==> src/rtl/metrics_counter_bank_if.sv <==
// metrics_counter_bank_if: control/status bundle between the register block and the counter bank
interface metrics_counter_bank_if #(
  parameter int NUM_CHANNELS  = 4,
  parameter int COUNTER_WIDTH = 64
);
  logic [NUM_CHANNELS-1:0]               en;
  logic [NUM_CHANNELS-1:0]               clear;
  logic [NUM_CHANNELS-1:0]               mode;
  logic [NUM_CHANNELS-1:0]               event_i;
  logic [NUM_CHANNELS*COUNTER_WIDTH-1:0] threshold;
  logic                                  snapshot;
  logic [NUM_CHANNELS*COUNTER_WIDTH-1:0] cnt;
  logic [NUM_CHANNELS*COUNTER_WIDTH-1:0] snap_cnt;
  logic                                  snap_valid;
  logic [NUM_CHANNELS-1:0]               overflow;
  logic [NUM_CHANNELS-1:0]               threshold_hit;
  logic                                  irq;
  modport master (
    output en, clear, mode, event_i, threshold, snapshot,
    input  cnt, snap_cnt, snap_valid, overflow, threshold_hit, irq
  );
  modport slave (
    input  en, clear, mode, event_i, threshold, snapshot,
    output cnt, snap_cnt, snap_valid, overflow, threshold_hit, irq
  );
endinterface

==> src/rtl/metrics_counter_bank.sv <==
// metrics_counter_bank: per-channel cycle/event counters with sticky flags, coherent snapshot and irq
module metrics_counter_bank #(
  parameter int NUM_CHANNELS  = 4,
  parameter int COUNTER_WIDTH = 64,
  parameter bit SATURATE      = 1'b0
) (
  input logic clk,
  input logic rst_n,
  metrics_counter_bank_if.slave bus
);
  localparam int W = COUNTER_WIDTH;
  logic [W-1:0] cnt_q  [NUM_CHANNELS];
  logic [W-1:0] snap_q [NUM_CHANNELS];
  logic [W-1:0] cnt_d  [NUM_CHANNELS];
  logic [NUM_CHANNELS-1:0] ovf_q, thr_q, ovf_d, thr_d;
  logic snap_valid_q, irq_q;
  for (genvar i = 0; i < NUM_CHANNELS; i++) begin : g_ch
    logic [W-1:0] cur, nxt, thr;
    logic inc, full, blocked;
    assign cur     = cnt_q[i];
    assign nxt     = cur + 1'b1;
    assign thr     = bus.threshold[i*W +: W];
    assign inc     = bus.en[i] & (~bus.mode[i] | bus.event_i[i]);
    assign full    = &cur;
    assign blocked = SATURATE & full;
    // an increment at all-ones is the wrap in wrap mode and the first blocked one in saturate mode
    assign cnt_d[i] = bus.clear[i] ? '0 : (inc & ~blocked) ? nxt : cur;
    assign ovf_d[i] = ~bus.clear[i] & (ovf_q[i] | (inc & full));
    assign thr_d[i] = ~bus.clear[i] & (thr_q[i] | (inc & ~blocked & (thr != '0) & (nxt == thr)));
    assign bus.cnt[i*W +: W]      = cnt_q[i];
    assign bus.snap_cnt[i*W +: W] = snap_q[i];
  end
  always_ff @(posedge clk or negedge rst_n) begin
    if (!rst_n) begin
      for (int c = 0; c < NUM_CHANNELS; c++) begin
        cnt_q[c]  <= '0;
        snap_q[c] <= '0;
      end
      ovf_q        <= '0;
      thr_q        <= '0;
      snap_valid_q <= 1'b0;
      irq_q        <= 1'b0;
    end else begin
      for (int c = 0; c < NUM_CHANNELS; c++) begin
        cnt_q[c] <= cnt_d[c];
        if (bus.snapshot) snap_q[c] <= cnt_q[c];
      end
      ovf_q        <= ovf_d;
      thr_q        <= thr_d;
      snap_valid_q <= bus.snapshot;
      irq_q        <= |{ovf_q, thr_q};
    end
  end
  assign bus.overflow      = ovf_q;
  assign bus.threshold_hit = thr_q;
  assign bus.snap_valid    = snap_valid_q;
  assign bus.irq           = irq_q;
endmodule
==> src/flat_wrapper.sv <==
// flat-port wrapper written by rule: the top's interface ports become plain ports
module metrics_counter_bank_flat 
#(
  parameter int NUM_CHANNELS  = 4,
  parameter int COUNTER_WIDTH = 64,
  parameter bit SATURATE      = 1'b0
)
  (clk, rst_n, bus_en, bus_clear, bus_mode, bus_event_i, bus_threshold, bus_snapshot, bus_cnt, bus_snap_cnt, bus_snap_valid, bus_overflow, bus_threshold_hit, bus_irq);
  metrics_counter_bank_if #(.NUM_CHANNELS(NUM_CHANNELS), .COUNTER_WIDTH(COUNTER_WIDTH)) bus_i ();
  input logic clk;
  input logic rst_n;
  input wire logic [$bits(bus_i.en)-1:0] bus_en;
  input wire logic [$bits(bus_i.clear)-1:0] bus_clear;
  input wire logic [$bits(bus_i.mode)-1:0] bus_mode;
  input wire logic [$bits(bus_i.event_i)-1:0] bus_event_i;
  input wire logic [$bits(bus_i.threshold)-1:0] bus_threshold;
  input wire logic [$bits(bus_i.snapshot)-1:0] bus_snapshot;
  output wire logic [$bits(bus_i.cnt)-1:0] bus_cnt;
  output wire logic [$bits(bus_i.snap_cnt)-1:0] bus_snap_cnt;
  output wire logic [$bits(bus_i.snap_valid)-1:0] bus_snap_valid;
  output wire logic [$bits(bus_i.overflow)-1:0] bus_overflow;
  output wire logic [$bits(bus_i.threshold_hit)-1:0] bus_threshold_hit;
  output wire logic [$bits(bus_i.irq)-1:0] bus_irq;
  assign bus_i.en = bus_en;
  assign bus_i.clear = bus_clear;
  assign bus_i.mode = bus_mode;
  assign bus_i.event_i = bus_event_i;
  assign bus_i.threshold = bus_threshold;
  assign bus_i.snapshot = bus_snapshot;
  assign bus_cnt = bus_i.cnt;
  assign bus_snap_cnt = bus_i.snap_cnt;
  assign bus_snap_valid = bus_i.snap_valid;
  assign bus_overflow = bus_i.overflow;
  assign bus_threshold_hit = bus_i.threshold_hit;
  assign bus_irq = bus_i.irq;
  metrics_counter_bank #(.NUM_CHANNELS(NUM_CHANNELS), .COUNTER_WIDTH(COUNTER_WIDTH), .SATURATE(SATURATE)) u_core (.clk(clk), .rst_n(rst_n), .bus(bus_i));
endmodule
==> config.mk <==
export PLATFORM = sky130hd
export DESIGN_NAME = metrics_counter_bank_flat
export DESIGN_NICKNAME = d
export VERILOG_FILES = /design/src/rtl/metrics_counter_bank_if.sv /design/src/rtl/metrics_counter_bank.sv /design/src/flat_wrapper.sv
export SDC_FILE = /design/constraint.sdc
export NUM_CORES = 1
export LEC_CHECK = 0
export CORE_AREA = 5 5 305 307
export CTS_CLUSTER_DIAMETER = 100
export DETAILED_ROUTE_END_ITERATION = 6
export DIE_AREA = 0 0 310 312
export HOLD_SLACK_MARGIN = 0.1
export PLACE_DENSITY_LB_ADDON = 0.05
export SYNTH_ARGS = -nofsm -noshare
export SYNTH_HDL_FRONTEND = slang
export SYNTH_SLANG_ARGS = --single-unit
==> constraint.sdc <==
create_clock -name clk -period 4.22 [get_ports clk]
set_input_delay 0.422 -clock clk [delete_from_list [all_inputs] [get_ports clk]]
set_output_delay 0.422 -clock clk [all_outputs]
set_load 0.1 [all_outputs]
==> results of run 1 <==
## cell type report
class | count | area share (%)
multi-input cells | 2534 | 40.0
flip-flops and latches | 522 | 30.3
repair buffers | 911 | 20.7
clock buffers | 96 | 4.57
well taps | 1176 | 3.42
clock inverters | 23 | 0.677
inverters | 32 | 0.279
diodes | 4 | 0.0232
## path summary, 6_finish.rpt
check / start / endpoint
hold reg to reg: u_core.bus.snap_cnt[247]$_DFFE_PN0P_ / u_core.bus.snap_cnt[247]$_DFFE_PN0P_
hold / removal: bus_snapshot / u_core.bus.snap_valid$_DFF_PN0_
max in group asynchronous: rst_n / u_core.bus.snap_cnt[83]$_DFFE_PN0P_
setup / recovery: u_core.g_ch[3].cur[23]$_DFFE_PN0P_ / u_core.bus.threshold_hit[3]$_DFF_PN0_
setup reg to reg: u_core.g_ch[3].cur[23]$_DFFE_PN0P_ / u_core.bus.threshold_hit[3]$_DFF_PN0_
min in group asynchronous: rst_n / u_core.bus.snap_cnt[228]$_DFFE_PN0P_
## critical path, delay by kind of cell, from the launching register on
kind	cells	cell delay, ns
DFF	1	0.62
AOI/OAI and AO/OA	4	1.04
and+or+nand+nor	5	2.16
## power groups by stage
| stage | registers (W) | logic (W) | clock network [W] |
|---|---|---|---|
| CTS | 0.00505 | 0.00125 | 0.00612 |
| floorplan | 0.00526 | 0.000409 | 0 |
| global route | 0.00505 | 0.00131 | 0.00632 |
| detailed placement | 0.00514 | 0.00124 | 0 |
| finish | 0.00505 | 0.00124 | 0.00594 |
| global placement | 0.00514 | 0.00125 | 0 |
## Yosys cell counts, drive strengths merged, types with 3 or more instances
library cell / count
o311ai: 3
nor4: 129
nor2: 352
or3: 93
and2: 17
inv: 32
mux2i: 5
a31oi: 17
a41oi: 4
and3: 51
buf: 47
nor3b: 6
o21a: 9
o21ai: 103
nor3: 109
and4: 25
o31ai: 5
nand2b: 6
nand4b: 3
a211oi: 9
nand2: 206
o221ai: 3
or4: 20
xor2: 229
a21o: 3
mux2: 261
nor2b: 8
clkbuf: 169
nand3: 137
or2: 20
dfrtp: 522
a2111oi: 5
nand4: 178
and3b: 3
nor4b: 4
a41o: 3
o2111ai: 7
o41ai: 6
o211ai: 11
ha: 4
xnor2: 361
nand3b: 6
a21oi: 88
## sequential cells by signal, summed over array words and instances (netlist names)
signal / flops
u_core.bus.snap_cnt: 256
u_core.g_ch.cur: 256
u_core.bus.irq: 1
u_core.bus.snap_valid: 1
u_core.bus.overflow: 4
u_core.bus.threshold_hit: 4
## cells in the final DEF, fill, tap and decap left out, types with 50 or more instances in the layout
master / count
buf_4: 110
nand3_1: 135
nor3_1: 105
clkbuf_16: 70
or3_1: 90
o21ai_0: 99
clkdlybuf4s50_1: 786
mux2_2: 261
dfrtp_1: 522
xnor2_1: 361
a21oi_1: 88
xor2_1: 229
nand2_1: 205
and3_1: 50
nand4_1: 174
nor4_1: 122
nor2_1: 352
## per-layer routing
metal  up-vias  GRT usage [%]  part of all wire (%)
met5         -              0                0.0094
met4         2           8.29                   3.5
met3       219           6.70                   7.7
met2      1184           46.2                    48
met1     14400           35.1                    41
li1      13300              -                     -
## metrics by stage
step	power, W	instance area, um^2	setup WS, ns	cells
floorplan	0.00567	31300	0.0102	3304
global placement	0.00638	40800	0.512	5174
detailed placement	0.00638	40800	0.437	5174
CTS	0.0124	43100	0.413	5294
global route	0.0127	43100	0.0169	5297
finish	0.0122	43100	0.344	5298
## cell families (layout without fill, tap and decap cells)
family / count (synthesis) / after routing
other: 0 / 4
adder cells (fa/ha/maj): 6 / 6
AO/OA/AOI/OAI: 295 / 295
multiplexers: 266 / 266
buffers and inverters: 248 / 1062
XOR/XNOR: 590 / 590
AND/OR/NAND/NOR: 1377 / 1377
flip-flops: 522 / 522
## timing repair
action,in CTS,in global routing
resized for setup,0,0
hold buffers,1,0
setup endpoints to repair,0,0
hold endpoints to repair,70,0
==> flow_summary.yaml, run 1 <==
outcome:
  status: "finished clean"
synthesis:
  synth_top_family_by_area: "simple AND/OR/NAND/NOR gates"
  synth-edff-count: 0
  synthAdderAreaFrac_pct: 0.224
  ys_types: 85
  synth-compound-area-share_pct: 5.74
  synthTopCellsByArea: "dfrtp_1 42%, xnor2_1 10%, mux2_2 9.4%"
  ys.flop_type: "dfrtp_1"
  ys_seq_area_share_pct: 41.7
  ys_ff_latch: 522
  syn_area_mm2: 0.0313
  synth-simple-area-share_pct: 23.0
  yosys.area.top_type: "dfrtp_1"
  synthXorXnorAreaFrac_pct: 16.5
  muxShareOfSynthArea_pct: 9.55
  yosys.area.top_type_share_pct: 41.7
  ys_async_sr_fraction_pct: 100
  avgSynthCellArea_um2: 9.47
  ys.warnings.count: 0
  syn_nets: 3583
  synth_cells: 3304
detailed_routing:
  drt_wl_total_um: 138000
  num_vias: 29100
  drt_first_pass_iters: 5
  drc: 0
  wl_per_cell_um: 26.1
  drtAntennaViolNets: 0
  viasPerCell: 5.49
  drt_iter0_drc: 2225
grt:
  grt_pass1_vias: 29400
  antenna_found_initial: 5
  grt_pass1_wl_um: 203000
  track_usage_pct: 27.5
  grt_start_max_net_pins: 103
  overflow: 0
sta:
  worstMarginPinSlew_ns: 1.18
  maxSlewHeadroom_pct: 21.2
  setup-tns-final_ns: 0
  skew_ns: 0.0247
  clock.fmax_ghz: 0.258
  report.final.slew_viol_count: 0
  worst_hold_slack_ns: 0.336
  rsz0062_at_grt: "false"
  final_hold_viol_count: 0
  setup_viol: 0
  period_minus_slack_ns: 3.88
  finalCritPeriodShare_pct: 91.8
layout:
  filler_cell_count: 8632
  multi_input_area_mm2: 0.0172
  area_growth_pct: 37.6
  drive_gt1_share_pct: 13.2
  regArea_mm2: 0.0131
  final_core_util_pct: 48.0
  fin_nets: 4347
critical_path:
  cp_max_fo: 10
  end_kind: "flip-flop"
  crit_path_max_incr_delay_ns: 0.62
  r2r.worst_path.cells: 9
  reg2reg_slack_ns: 0.34
  cp.required_ns: 4.77
  cpMostUsedCell: "nand4_1"
  crit_slowest_cell: "dfrtp_1"
  crit_chain: "nand4_1 > nor2_1 > nand4_1 > or3_1 > a211oi_1 > o2111ai_1 > or4_1 > a2111oi_0 > a32o_1"
  critPathKind: "reg -> reg"
  crit_arrival_ns: 4.43
  cp-start-kind: "flip-flop"
clocking:
  cts_tree: "built"
  cts_buffers: 67
  clk_latency_ns: 0.62
  cts_setup_buffers: 0
  clock-root-buffer: "clkbuf_16"
  cts.clk_slew.worst_paths_ns: 0.06
  clockBufferDepth: 3
  h-tree-depth: 3
  cts.sinks: 522
die:
  row_count: 110
  die_area_mm2: 0.0967
  core_mm2: 0.0897
  start_util_pct: 34.9
  die_x_um: 310
  die_h_um: 312
  num_io_pins: 797
power_and_ir_drop:
  combPwrFrac_pct: 10.1
  p_int_w: 0.00909
  power_density_mw_per_mm2: 284
  p_switching_w: 0.00314
  pwr-share-seq_pct: 41.3
  p_sw_share_pct: 25.7
  power_frac_clock_pct: 48.6
  p_leak_nw: 16.9
  peakVddDrop_mv: 0.246
min_path:
  min_path_cells: 1
  min_path_type: "in -> reg"
place:
  gp_congestion: 0.956
  io_buffers: 796
  dp_hpwl_um: 108000
job:
  drv_cap: 0
Power figures use the tool's default switching activity.
==> inputs of run 2 (changes only) <==
--- a/config.mk
+++ b/config.mk
@@ -5,10 +5,10 @@
 export SDC_FILE = /design/constraint.sdc
 export NUM_CORES = 1
 export LEC_CHECK = 0
-export CORE_AREA = 5 5 305 307
+export CORE_AREA = 5 5 309 311
 export CTS_CLUSTER_DIAMETER = 100
 export DETAILED_ROUTE_END_ITERATION = 6
-export DIE_AREA = 0 0 310 312
+export DIE_AREA = 0 0 314 316
 export HOLD_SLACK_MARGIN = 0.1
 export PLACE_DENSITY_LB_ADDON = 0.05
 export SYNTH_ARGS = -nofsm -noshare
==> flow_summary.yaml, run 2 (synthesis gave the netlist of run 1 again) <==
outcome:
  status: "finished clean"
sta:
  worstMarginPinSlew_ns: 1.26
  setup_ws_ns: 0.385
  finalCritPeriodShare_pct: 90.9
  skew_ns: 0.0183
  maxSlewHeadroom_pct: 15.1
  period_minus_slack_ns: 3.84
  final_hold_viol_count: 0
  clock.fmax_ghz: 0.261
  rsz0062_at_grt: "false"
  report.final.slew_viol_count: 0
  setup_viol: 0
  setup-tns-final_ns: 0
die:
  die_h_um: 316
  core_mm2: 0.0925
  start_util_pct: 33.8
  die_x_um: 314
  row_count: 112
  die_area_mm2: 0.0992
  num_io_pins: 797
power_and_ir_drop:
  p_switching_w: 0.00319
  combPwrFrac_pct: 10.0
  p_sw_share_pct: 25.9
  p_leak_nw: 16.9
  power_density_mw_per_mm2: 286
  power_frac_clock_pct: 49.0
  peakVddDrop_mv: 0.255
  p_int_w: 0.00913
  pwr-share-seq_pct: 41.0
detailed_routing:
  viasPerCell: 5.45
  drt_first_pass_iters: 5
  drt_wl_total_um: 141000
  drt_iter0_drc: 2130
  drc: 0
  drtAntennaViolNets: 0
  wl_per_cell_um: 26.5
  num_vias: 29000
layout:
  filler_cell_count: 9005
  regArea_mm2: 0.0131
  multi_input_area_mm2: 0.0172
  layout_common_cells: "782 x clkdlybuf4s50_1, 522 x dfrtp_1, 361 x xnor2_1, 352 x nor2_1, 261 x mux2_2"
  fin_nets: 4346
  area_growth_pct: 37.6
  layout_commonest_cell: "clkdlybuf4s50_1"
  drive_gt1_share_pct: 13.3
critical_path:
  cp-start-kind: "flip-flop"
  crit_arrival_ns: 4.40
  critPathKind: "reg -> reg"
  end_kind: "flip-flop"
  cp.required_ns: 4.78
  reg2reg_slack_ns: 0.38
  cp_max_fo: 10
clocking:
  h-tree-depth: 3
  cts.clk_slew.worst_paths_ns: 0.06
  ctsHoldBuffers: 1
  clockBufferDepth: 3
  clk_latency_ns: 0.63
  cts_tree: "built"
  cts_buffers: 68
  cts.sinks: 522
  cts_setup_buffers: 0
  ctsResizeCount: 0
  clock-root-buffer: "clkbuf_16"
grt:
  grt_pass1_wl_um: 205000
  overflow: 0
  grt_pass1_vias: 29400
  antenna_found_initial: 2
  grt_start_max_net_pins: 97
  track_usage_pct: 27.3
place:
  dp_slack_ns: 0.515
  io_buffers: 796
  gp_congestion: 0.964
  dp_hpwl_um: 110000
job:
  drv_cap: 0
min_path:
  min_path_type: "in -> reg"
run 2: cell count changes in the layout (fill, tap and decap cells not counted), sizes merged, moves of 2 or more:
cell	before	now
clkdlybuf4s50	786	782
buf	124	126
clkbuf	96	99
diode	4	1
clkinv	13	10
run 2: worst max-delay path, cell delays in order (launching register included):
cell,delay (ns)
dfrtp_1,0.58
nand4_1,0.37
nor4_2,0.60
and2_0,0.44
nand3_1,0.21
a31oi_1,0.28
nand4_1,0.14
or4_1,0.51
a2111oi_0,0.41
a32o_1,0.23
run 2: through the flow:
stage / hold slack, ns / cells / area [um^2] / total power (W) / utilization (%)
finish: 0.130 / 5315 / 43100 / 0.0123 / 46.6
global route: 0.154 / 5315 / 43100 / 0.0128 / 46.6
CTS: 0.135 / 5314 / 43100 / 0.0125 / 46.6
detailed placement: 0.494 / 5193 / 40800 / 0.00637 / 44.1
global placement: 0.488 / 5193 / 40800 / 0.00638 / 44.1
floorplan: 0.126 / 3304 / 31300 / 0.00567 / -
run 2: power groups by stage:
stage / Clock [W] / Combinational (W) / Sequential (W)
floorplan: 0 / 0.000409 / 0.00526
CTS: 0.00624 / 0.00124 / 0.00504
detailed placement: 0 / 0.00124 / 0.00514
global placement: 0 / 0.00125 / 0.00513
finish: 0.00604 / 0.00123 / 0.00505
global route: 0.00643 / 0.00130 / 0.00505
run 2: final cells by class:
| cell class | instances | area share [%] |
|---|---|---|
| timing repair buffer | 909 | 20.6 |
| sequential | 522 | 30.3 |
| clock buffer | 99 | 4.76 |
| multi-input combinational | 2534 | 40.0 |
| clock inverter | 21 | 0.540 |
| tap | 1197 | 3.48 |
| inverter | 32 | 0.279 |
| antenna | 1 | 0.00581 |
run 2: path summary, 6_finish.rpt:
path / start / to / depth (start not counted)
setup / recovery: u_core.g_ch[3].cur[23]$_DFFE_PN0P_ / u_core.bus.threshold_hit[3]$_DFF_PN0_ / 9
hold / removal: bus_snapshot / u_core.bus.snap_valid$_DFF_PN0_ / 1
setup reg to reg: u_core.g_ch[3].cur[23]$_DFFE_PN0P_ / u_core.bus.threshold_hit[3]$_DFF_PN0_ / 9
hold reg to reg: u_core.bus.snap_cnt[2]$_DFFE_PN0P_ / u_core.bus.snap_cnt[2]$_DFFE_PN0P_ / 1
max in group asynchronous: rst_n / u_core.bus.snap_cnt[83]$_DFFE_PN0P_ / 3
min in group asynchronous: rst_n / u_core.bus.snap_cnt[224]$_DFFE_PN0P_ / 2
run 2: per-layer routing:
metal	vias up	GRT usage [%]	wire [um]
met5	-	0	0
met4	0	8.15	4120
met3	202	6.52	10200
met2	1086	45.9	68000
li1	13200	-	-
met1	14400	35.2	58600
